`src/rtl/uart_pkg.sv`:
```
// Shared UART definitions: FSM state encoding, default frame format and clogb2.
// Used by both the transmitter and the receiver.
package uart_pkg;

  typedef enum logic [2:0] {
    ST_IDLE   = 3'd0,
    ST_SYNC   = 3'd1,
    ST_START  = 3'd2,
    ST_DATA   = 3'd3,
    ST_PARITY = 3'd4,
    ST_STOP   = 3'd5
  } uart_state_e;

  localparam int UART_DATA_BITS_DEF = 8;
  localparam int UART_STOP_BITS_DEF = 1;

  // Ceiling log2 of value (0 for value <= 1).
  function automatic int clogb2(input int value);
    int r;
    r = 0;
    for (int i = 0; i < 31; i++) begin
      if ((1 << i) < value) r = i + 1;
    end
    return r;
  endfunction

endpackage

```
`src/rtl/uart_tx.sv`:
```
// UART transmitter: byte in over valid/ready, frame out on txd paced by bps_clk.
// Define UART_TX_PARITY_EN to insert an even parity bit after the data bits.
module uart_tx
  import uart_pkg::*;
#(
  parameter int DATA_BITS = UART_DATA_BITS_DEF,
  parameter int STOP_BITS = UART_STOP_BITS_DEF
) (
  input  logic                 clk,
  input  logic                 rst,
  input  logic                 tx_valid,
  input  logic [DATA_BITS-1:0] tx_data,
  output logic                 tx_ready,
  input  logic                 bps_clk,
  output logic                 uart_en,
  output logic                 txd,
  output logic                 tx_busy
);

  localparam int CNT_W = clogb2(DATA_BITS) + 1;

  if (DATA_BITS < 5 || DATA_BITS > 8) begin : g_bad_data_bits
    $error("uart_tx: DATA_BITS must be in 5..8");
  end
  if (STOP_BITS != 1 && STOP_BITS != 2) begin : g_bad_stop_bits
    $error("uart_tx: STOP_BITS must be 1 or 2");
  end

  uart_state_e          state_q, state_d;
  logic [DATA_BITS-1:0] shift_q, shift_d;
  logic [CNT_W-1:0]     bit_cnt_q, bit_cnt_d;
  logic                 txd_q, txd_d;
  logic                 uart_en_q, uart_en_d;
  logic                 tx_ready_q, tx_ready_d;
  logic                 tx_busy_q, tx_busy_d;
`ifdef UART_TX_PARITY_EN
  logic                 parity_q, parity_d;
`endif

  // Handshake: a byte transfers on a rising clk edge where tx_valid && tx_ready;
  // tx_ready is high only in IDLE, so tx_valid at any other time is ignored.
  logic hs;
  logic last_data;
  logic last_stop;

  assign hs        = tx_valid && tx_ready_q;
  assign last_data = (bit_cnt_q >= CNT_W'(DATA_BITS));
  assign last_stop = (bit_cnt_q == CNT_W'(STOP_BITS - 1));

  always_ff @(posedge clk or posedge rst) begin
    if (rst) state_q <= ST_IDLE;
    else     state_q <= state_d;
  end

  always_comb begin
    state_d = state_q;
    case (state_q)
      ST_IDLE:  if (hs) state_d = ST_SYNC;
      ST_SYNC:  if (bps_clk) state_d = ST_START;
      ST_START: if (bps_clk) state_d = ST_DATA;
      ST_DATA: begin
        if (bps_clk && last_data) begin
`ifdef UART_TX_PARITY_EN
          state_d = ST_PARITY;
`else
          state_d = ST_STOP;
`endif
        end
      end
`ifdef UART_TX_PARITY_EN
      ST_PARITY: if (bps_clk) state_d = ST_STOP;
`endif
      ST_STOP:  if (bps_clk && last_stop) state_d = ST_IDLE;
      default:  state_d = ST_IDLE;
    endcase
  end

  // Line level changes only on bps_clk pulses, so every bit lasts one full period.
  always_comb begin
    txd_d = txd_q;
    case (state_q)
      ST_IDLE:  txd_d = 1'b1;
      ST_SYNC:  if (bps_clk) txd_d = 1'b0;
      ST_START: if (bps_clk) txd_d = shift_q[0];
      ST_DATA: begin
        if (bps_clk) begin
          if (!last_data) txd_d = shift_q[0];
`ifdef UART_TX_PARITY_EN
          else            txd_d = parity_q;
`else
          else            txd_d = 1'b1;
`endif
        end
      end
      ST_PARITY: if (bps_clk) txd_d = 1'b1;
      ST_STOP:  txd_d = 1'b1;
      default:  txd_d = 1'b1;
    endcase
    uart_en_d  = (state_d != ST_IDLE);
    tx_ready_d = (state_d == ST_IDLE);
    tx_busy_d  = (state_d != ST_IDLE);
  end

  // bit_cnt counts data bits, then is reused to count stop-bit pulses.
  always_comb begin
    shift_d   = shift_q;
    bit_cnt_d = bit_cnt_q;
`ifdef UART_TX_PARITY_EN
    parity_d  = parity_q;
`endif
    case (state_q)
      ST_IDLE: begin
        if (hs) begin
          shift_d   = tx_data;
          bit_cnt_d = '0;
`ifdef UART_TX_PARITY_EN
          parity_d  = ^tx_data;
`endif
        end
      end
      ST_START: begin
        if (bps_clk) begin
          shift_d   = shift_q >> 1;
          bit_cnt_d = CNT_W'(1);
        end
      end
      ST_DATA: begin
        if (bps_clk) begin
          if (!last_data) begin
            shift_d   = shift_q >> 1;
            bit_cnt_d = bit_cnt_q + CNT_W'(1);
          end else begin
            bit_cnt_d = '0;
          end
        end
      end
      ST_STOP: begin
        if (bps_clk) bit_cnt_d = last_stop ? '0 : bit_cnt_q + CNT_W'(1);
      end
      default: ;
    endcase
  end

  always_ff @(posedge clk or posedge rst) begin
    if (rst) begin
      shift_q    <= '0;
      bit_cnt_q  <= '0;
      txd_q      <= 1'b1;
      uart_en_q  <= 1'b0;
      tx_ready_q <= 1'b1;
      tx_busy_q  <= 1'b0;
`ifdef UART_TX_PARITY_EN
      parity_q   <= 1'b0;
`endif
    end else begin
      shift_q    <= shift_d;
      bit_cnt_q  <= bit_cnt_d;
      txd_q      <= txd_d;
      uart_en_q  <= uart_en_d;
      tx_ready_q <= tx_ready_d;
      tx_busy_q  <= tx_busy_d;
`ifdef UART_TX_PARITY_EN
      parity_q   <= parity_d;
`endif
    end
  end

  assign txd      = txd_q;
  assign uart_en  = uart_en_q;
  assign tx_ready = tx_ready_q;
  assign tx_busy  = tx_busy_q;

endmodule

```
`config.mk`:
```
export PLATFORM = sky130hd
export DESIGN_NAME = uart_tx
export DESIGN_NICKNAME = d
export VERILOG_FILES = /design/src/rtl/uart_pkg.sv /design/src/rtl/uart_tx.sv
export SDC_FILE = /design/constraint.sdc
export NUM_CORES = 1
export LEC_CHECK = 0
export CELL_PAD_IN_SITES_DETAIL_PLACEMENT = 0
export CELL_PAD_IN_SITES_GLOBAL_PLACEMENT = 2
export CORE_AREA = 2 2 75 48
export CTS_CLUSTER_SIZE = 30
export DETAILED_ROUTE_END_ITERATION = 8
export DIE_AREA = 0 0 77 50
export PLACE_DENSITY_LB_ADDON = 0.15
export SYNTH_ARGS = -nofsm -noshare
export SYNTH_HDL_FRONTEND = slang
export SYNTH_SLANG_ARGS = --single-unit
```
`constraint.sdc`:
```
create_clock -name clk -period 4.4 [get_ports clk]
set_clock_uncertainty 0.05 [all_clocks]
set_input_delay 0.66 -clock clk [delete_from_list [all_inputs] [get_ports clk]]
set_output_delay 0.66 -clock clk [all_outputs]
set_load 0.05 [all_outputs]
```
==> results of run 1 <==
area by class of cell:
type                            instances  share of cell area
Multi-Input combinational cell         71               0.432
Inverter                                8              0.0229
Sequential cell                        18               0.345
Timing Repair Buffer                   15               0.115
Tap cell                               45              0.0429
Clock buffer                            4              0.0420
final timing paths:
check / from / endpoint / slack, ns / cells after the start
worst max-delay path: tx_ready / tx_ready / 2.09 / 1
worst min-delay path: shift_q[4] / shift_q[4] / 0.46 / 1
worst max register to register: state_q[2] / shift_q[2] / 2.51 / 3
worst min register to register: shift_q[4] / shift_q[4] / 0.46 / 1
max in group asynchronous: rst / state_q[2] / 3.08 / 2
min in group asynchronous: rst / tx_busy / 0.77 / 2
power groups by stage:
stage | Sequential, W | Combinational, W | Clock [W]
after floorplan | 0.000301 | 0.000326 | 0
after global placement | 0.000308 | 0.000398 | 0
after detailed placement | 0.000312 | 0.000398 | 0
after CTS | 0.000309 | 0.000399 | 0.000142
after global routing | 0.000325 | 0.000435 | 0.000148
final | 0.000308 | 0.000394 | 0.000135
per-stage QoR:
stage	util	setup WS, ns
finish	0.415	2.09
CTS	0.415	2.07
global route	0.415	2.05
global placement	0.397	2.00
floorplan	-	2.62
detailed placement	0.397	1.97
kinds of logic (layout without fill, tap and decap cells):
logic type,after synthesis,after routing
AO/OA/AOI/OAI,22,22
multiplexers,14,14
AND/OR/NAND/NOR,32,32
adder cells (fa/ha/maj),2,2
flip-flops,18,18
XOR/XNOR,1,1
buffers and inverters,15,27
state kept, by name (all words and copies together), names as in the netlist:
signal and flops:
txd 1, bit_cnt_q 4, state_q 3, shift_q 8, tx_busy 1, tx_ready 1
routing by layer:
| layer | global-route usage | vias up | wire length, µm |
|---|---|---|---|
| met2 | 0.194 | 16 | 948 |
| met4 | 0.0625 | 0 | 43 |
| met5 | 0 | - | 0 |
| li1 | - | 395 | - |
| met1 | 0.192 | 382 | 1130 |
| met3 | 0.0421 | 4 | 130 |
cells in the final DEF (no fill, tap or decap), drive strengths merged, types with 2 or more instances in the layout:
cell type and count:
and4bb 2, nand3 2, nor2 9, a22o 2
nand2 7, a211oi 2, nand2b 2, inv 8
a2111oi 2, mux2 13, o21ai 3, a21oi 4
dfrtp 16, clkdlybuf4s50 15, clkbuf 4, ha 2
nor2b 2, dfstp 2
==> results.txt, run 1 <==
Outcome: finished clean
Routability cong.: 0.752
FF+latch count, synth: 18
Dominant cell type by area after synthesis: dfrtp_1
Reg clk slew, reported paths: 0.07 ns
Register area share after synthesis: 0.414
Clk root buf: clkbuf_8
CTS tree: yes
Nets: 131
Post-detail-place hpwl: 1680 µm
First-pass GRT wire length: 3930 µm
Initial detailed-routing violation count: 65
Synth Flop Type: dfrtp_1
Register area: 453 µm²
Setup bufs post-CTS: 0
Starting Density: 0.346
Post-CTS Hold Buffers: 0
Fin. Hold Viols: 0
Detail Route Antenna Nets: 0
Total congestion overflow: 0
Slowest cell on the critical path: clkdlybuf4s50_1
CP arrival: 1.60 ns
Compound-Gate Fraction of Synth Area: 0.171
Critical Path End Type: output port
Max_slew headroom: 0.526
GRT Total Usage: 0.137
TritonCTS buffer count: 3
Pin count of the biggest net entering global routing: 19
I/O Buffers: 15
Placed Cells: 157
DR WL/cell: 14.0 µm
Die width: 77 µm
Vias per std cell: 4.95
Cells along the critical path: clkdlybuf4s50_1
CP required: 3.69 ns
Area after DPL: 1260 µm²
CP delay by family, top: buffers and inverters
Post-route cell area: 1310 µm²
Synth cell types: 41
CTS H-tree lvls: 1
Clock Power Share: 0.162
Cell Pwr Density: 638 nW/µm²
Top-area cell type share of the netlist area: 0.366
Power Internal: 0.000512 W
Reg power frac: 0.367
Vias in the first global route: 798
Type of origin of the critical path: flip-flop
Mux cell area share after synthesis: 0.143
Initial antenna violation count: 0
Worst Max-Slew Pin Slew: 0.710 ns
Min Tclk post-route: 2.31 ns
Synth warn: 0
Post-synth EDFFs: 0
Net Sw Power: 0.000325 W
Ys async rst share: 1.00
Skew-Pair Late Insertion Delay: 0.26 ns
Post-Syn Area per Cell: 10.5 µm²
CTS sink cnt: 18
Pwr Total: 0.000837 W
Leakage power total: 0.558 nW
Combinational share of power: 0.471
Top-count cell post-synth: dfrtp_1
Final Cycle Share: 0.526
Netlist Area Pre-Place: 1090 µm²
Synth top cells by count: dfrtp_1 (16), mux2_2 (13), nor2_1 (9)
Max Root-Sink Buffers: 2
Post-Synth Adder-Cell Area: 0.0229
Final setup fails: 0
Final cell count without fillers: 161
Critical Path Fanout Max: 4
Largest family of logic cells by synthesized area: simple AND/OR/NAND/NOR gates
Drt pass-1 iters: 4
Count of final max-slew check failures: 0
Unrepaired setup endpoints after global routing: no
Share of cells above drive strength 1: 0.216
Buf+Inv Stages, Crit Path: 1
Num ports: 16
Total core area: 3160 µm²
Total number of vias: 797
Worst hold margin: 0.457 ns
Largest cells by area after synthesis: dfrtp_1 (37%), mux2_2 (13%), dfstp_2 (4.8%)
Layout area overhead: 19.8%
Min-Delay Path Class: reg2reg
FP Rows: 16
Max_cap viols: 0
Setup TNS: 0 ns
DRC viols: 0
Ant. Diodes: 0
Die Area: 3850 µm²
Synth Area in Simple Gates: 0.173
Sw Ratio: 0.388
Syn Nets: 118
Max frequency: 432 MHz
Peak VDD IR: 0.184 mV
Die Y: 50 µm
Setup CP Type: reg2out
Cells after synthesis: 104
WL final: 2260 µm
Synth Area in XOR/XNOR: 0.00800
Crit path largest cell delay: 0.80 ns
Multi-input logic area: 567 µm²
PostCTS Resize Cnt: 0
Fill cells: 338
Note: power is estimated with default switching activity, not from simulation.
==> inputs of run 2 (changes only) <==
--- a/config.mk
+++ b/config.mk
@@ -7,10 +7,10 @@
 export LEC_CHECK = 0
 export CELL_PAD_IN_SITES_DETAIL_PLACEMENT = 0
 export CELL_PAD_IN_SITES_GLOBAL_PLACEMENT = 2
-export CORE_AREA = 2 2 75 48
+export CORE_AREA = 2 2 77 49
 export CTS_CLUSTER_SIZE = 30
 export DETAILED_ROUTE_END_ITERATION = 8
-export DIE_AREA = 0 0 77 50
+export DIE_AREA = 0 0 79 51
 export PLACE_DENSITY_LB_ADDON = 0.15
 export SYNTH_ARGS = -nofsm -noshare
 export SYNTH_HDL_FRONTEND = slang
==> constraint.sdc (replaced) <==
create_clock -name clk -period 2.4 [get_ports clk]
set_clock_uncertainty 0.05 [all_clocks]
set_input_delay 0.36 -clock clk [delete_from_list [all_inputs] [get_ports clk]]
set_output_delay 0.36 -clock clk [all_outputs]
set_load 0.05 [all_outputs]
==> results.txt, run 2 (same netlist as run 1, synthesis figures left out) <==
Outcome: finished clean
Min-delay src: shift_q[2]
Reg clk slew, reported paths: 0.07 ns
CTS H-tree lvls: 1
Max frequency: 498 MHz
Vias in the first global route: 788
Cells along the critical path: clkdlybuf4s50_1
TritonCTS buffer count: 3
CP required: 1.99 ns
Total core area: 3450 µm²
Leakage power total: 0.558 nW
Max_cap viols: 0
CP delay by family, top: buffers and inverters
Min Tclk post-route: 2.01 ns
Worst r2r dst: bit_cnt_q[3]
Setup TNS: 0 ns
Detail Route Antenna Nets: 0
DR WL/cell: 13.6 µm
Num ports: 16
Max_slew headroom: 0.524
Die width: 79 µm
Setup CP Type: reg2out
Cell Pwr Density: 1150 nW/µm²
Type of origin of the critical path: flip-flop
I/O Buffers: 15
Unrepaired setup endpoints after global routing: no
Pwr Total: 0.00151 W
Max Root-Sink Buffers: 2
Final setup fails: 0
Total number of vias: 802
Worst reg-to-reg path cell count: 6
Clk root buf: clkbuf_8
Vias per std cell: 4.89
Buf+Inv Stages, Crit Path: 1
Die Y: 51 µm
PostCTS Resize Cnt: 0
Max reg flops: 8
Slowest cell on the critical path: clkdlybuf4s50_1
Biggest regs: shift_q (8), bit_cnt_q (4), state_q (3)
WL final: 2240 µm
Initial antenna violation count: 0
Fin. Hold Viols: 0
First-pass GRT wire length: 3980 µm
Pin count of the biggest net entering global routing: 19
Total congestion overflow: 0
Most frequent cells in the layout: dfrtp_1 (16), clkdlybuf4s50_1 (15), mux2_2 (13)
Initial detailed-routing violation count: 38
Min-Delay Path Class: reg2reg
Reg with most FFs: shift_q
Routability cong.: 0.725
CP arrival: 1.60 ns
Ant. Diodes: 0
Worst Max-Slew Pin Slew: 0.713 ns
CTS sink cnt: 18
Critical Path Fanout Max: 3
Drt pass-1 iters: 4
Skew-Pair Late Insertion Delay: 0.25 ns
Crit path largest cell delay: 0.80 ns
Critical Path End Type: output port
Layout area overhead: 19.8%
Worst hold path cell count: 1
WHS Endpoint: shift_q[2]
Post-detail-place hpwl: 1620 µm
Die Area: 4030 µm²
Count of final max-slew check failures: 0
FP Rows: 17
Setup slack, reg-to-reg: 0.56 ns
GRT Total Usage: 0.129
Final Cycle Share: 0.836
Fill cells: 351
RR Startpoint: bit_cnt_q[0]
Nets: 132
Share of cells above drive strength 1: 0.214
Post-CTS Hold Buffers: 0
DRC viols: 0
Starting Density: 0.318
CTS tree: yes
Commonest non-fill, non-tap cell in the layout: dfrtp_1
Setup bufs post-CTS: 0
Peak VDD IR: 0.501 mV
run 2: changes by cell type in the layout (fill, tap and decap cells not counted):
cell	before	now
buf_4	0	1
clkbuf_8	4	3
clkbuf_1	0	1
run 2: worst max-delay path by stage:
stage / from / to / slack [ns] / depth (start not counted)
after floorplan: bit_cnt_q[0] / bit_cnt_q[3] / 0.72 / 6
after global placement: bps_clk / shift_q[4] / 0.31 / 5
after detailed placement: bps_clk / shift_q[4] / 0.28 / 5
after CTS: txd / txd / 0.38 / 1
after global routing: txd / txd / 0.34 / 1
final: txd / txd / 0.39 / 1
run 2: through the flow:
stage	hold slack [ns]	utilization	instance area (µm²)	cells	setup slack [ns]
floorplan	0.247	-	1090	104	0.720
global placement	0.436	0.367	1270	160	0.312
detailed placement	0.446	0.367	1270	160	0.280
CTS	0.463	0.381	1310	164	0.381
global route	0.479	0.381	1310	164	0.343
finish	0.463	0.381	1310	164	0.394
run 2: final cells by class:
type                            instances  area, µm²  area share
Multi-Input combinational cell         71        567       0.432
Tap cell                               47       58.8      0.0448
Inverter                                8       30.0      0.0229
Timing Repair Buffer                   16        158       0.120
Clock buffer                            4       45.0      0.0344
Sequential cell                        18        453       0.345
run 2: power by group:
part	leakage [nW]	total [W]	internal (W)	switching [W]
logic	0.315	0.000735	0.000366	0.000369
registers	0.221	0.000558	0.000429	0.000129
clock network	0.0228	0.000220	0.000118	0.000102
total	0.558	0.00151	0.000912	0.000601
run 2: per-layer routing:
layer  up-vias  routed length (µm)  GRT usage  part of all wire
met1       391                1280      0.198              0.57
li1        398                   -          -                 -
met3         0                  84     0.0406             0.038
met5         -                   0          0                 0
met2        13                 875      0.175              0.39
met4         0                   0     0.0259                 0
==> inputs of run 3 (changes only) <==
==> constraint.sdc (replaced) <==
create_clock -name clk -period 1.92 [get_ports clk]
set_clock_uncertainty 0.05 [all_clocks]
set_input_delay 0.288 -clock clk [delete_from_list [all_inputs] [get_ports clk]]
set_output_delay 0.288 -clock clk [all_outputs]
set_load 0.05 [all_outputs]
==> results.txt, run 3 (same netlist as run 1, synthesis figures left out) <==
Worst Max-Slew Pin Slew: 0.487 ns
Routability cong.: 0.737
Area after DPL: 1360 µm²
Critical Path End Type: flip-flop
Final cell count without fillers: 177
Worst r2r dst: bit_cnt_q[3]
Reg clk slew, reported paths: 0.07 ns
Placed Cells: 173
RR Startpoint: bit_cnt_q[0]
Critical Path Fanout Max: 4
Worst reg-to-reg path cell count: 6
DR WL/cell: 12.8 µm
Max Root-Sink Buffers: 2
Final setup fails: 0
Share of cells above drive strength 1: 0.323
Leakage power total: 0.631 nW
Max frequency: 570 MHz
Total core area: 3450 µm²
DRC viols: 0
Peak VDD IR: 0.412 mV
Clk root buf: clkbuf_8
Max_slew headroom: 0.674
Drt pass-1 iters: 4
Detail Route Antenna Nets: 0
FP Rows: 17
Cell Pwr Density: 1440 nW/µm²
Min-Delay Path Class: in2async
Worst hold margin: 0.300 ns
CP arrival: 1.84 ns
Post-route cell area: 1420 µm²
Vias in the first global route: 799
Setup CP Type: reg2reg
Setup bufs post-CTS: 0
Biggest regs: shift_q (8), bit_cnt_q (4), state_q (3)
Pwr Total: 0.00203 W
Max reg flops: 8
Ant. Diodes: 0
Fin util: 0.411
CTS H-tree lvls: 1
Die Y: 51 µm
Post-detail-place hpwl: 1750 µm
Nets: 145
Vias per std cell: 4.76
Layout area overhead: 29.3%
Unrepaired setup endpoints after global routing: no
Type of origin of the critical path: flip-flop
WL final: 2260 µm
Die width: 79 µm
Total congestion overflow: 0
Outcome: finished clean
Max_cap viols: 0
CP required: 2.01 ns
GRT Total Usage: 0.128
Reg with most FFs: shift_q
Commonest non-fill, non-tap cell in the layout: buf_4
CTS sink cnt: 18
TritonCTS buffer count: 3
CTS tree: yes
First-pass GRT wire length: 3910 µm
Num ports: 16
Starting Density: 0.318
Count of final max-slew check failures: 0
Pin count of the biggest net entering global routing: 19
Most frequent cells in the layout: buf_4 (16), dfrtp_1 (15), mux2_2 (13), clkdlybuf4s50_1 (13), nor2_1 (9)
Initial antenna violation count: 0
Final Cycle Share: 0.913
Initial detailed-routing violation count: 38
Setup slack, reg-to-reg: 0.17 ns
Die Area: 4030 µm²
Skew-Pair Late Insertion Delay: 0.25 ns
Total number of vias: 842
Min Tclk post-route: 1.75 ns
Fin. Hold Viols: 0
I/O Buffers: 15
==> run 3: cell count changes in the layout (fill, tap and decap cells not counted) <==
cell / change
buf_4: +15
clkbuf_1: -1
clkbuf_8: +1
clkdlybuf4s50_1: -2
dfrtp_1: -1
dfrtp_2: +1
==> run 3: power by group <==
| group | internal [W] | total, W | switching [W] | leakage (nW) |
|---|---|---|---|---|
| clock network | 0.000182 | 0.000309 | 0.000127 | 0.0288 |
| registers | 0.000539 | 0.000662 | 0.000123 | 0.220 |
| logic | 0.000546 | 0.00106 | 0.000516 | 0.382 |
==> run 3: critical path: stages, from the launching register on <==
cell and delay [ns]:
dfrtp_1 0.38, inv_1 0.10, ha_1 0.14, or3b_4 0.40, a31oi_4 0.22, nor4_1 0.08, a211o_1 0.27
==> run 3: how the worst max path moves through the flow <==
stage	start	endpoint	slack, ns
after floorplan	bit_cnt_q[0]	bit_cnt_q[3]	0.24
after global placement	tx_valid	tx_busy	-0.01
after detailed placement	tx_valid	tx_busy	0.03
after CTS	state_q[1]	tx_busy	0.11
after global routing	bit_cnt_q[0]	bit_cnt_q[3]	0.06
final	bit_cnt_q[0]	bit_cnt_q[3]	0.17
==> run 3: area by class of cell <==
class                      count  area, µm²
clock buffer                   4       55.1
fill                         352       2030
inverter                       8       30.0
multi-input combinational     71        567
sequential                    18        454
tap                           47       58.8
timing repair buffer          29        250
==> run 3: per-layer routing <==
layer | global-route usage | wire [µm]
met3 | 0.0442 | 126
met5 | 0 | 0
met4 | 0.0345 | 14
met1 | 0.190 | 1220
met2 | 0.175 | 899
==> run 3: repair_timing <==
item / 4_1_cts / 5_1_grt
hold buffers: 0 / 0
gates resized for setup: 0 / 1
setup endpoints to repair: 0 / 2
==> run 3: per-stage QoR <==
step | worst slack [ns] | TNS [ns]
global route | 0.0614 | 0
global placement | -0.0119 | -0.0119
detailed placement | 0.0297 | 0
finish | 0.166 | 0
floorplan | 0.240 | 0
CTS | 0.106 | 0
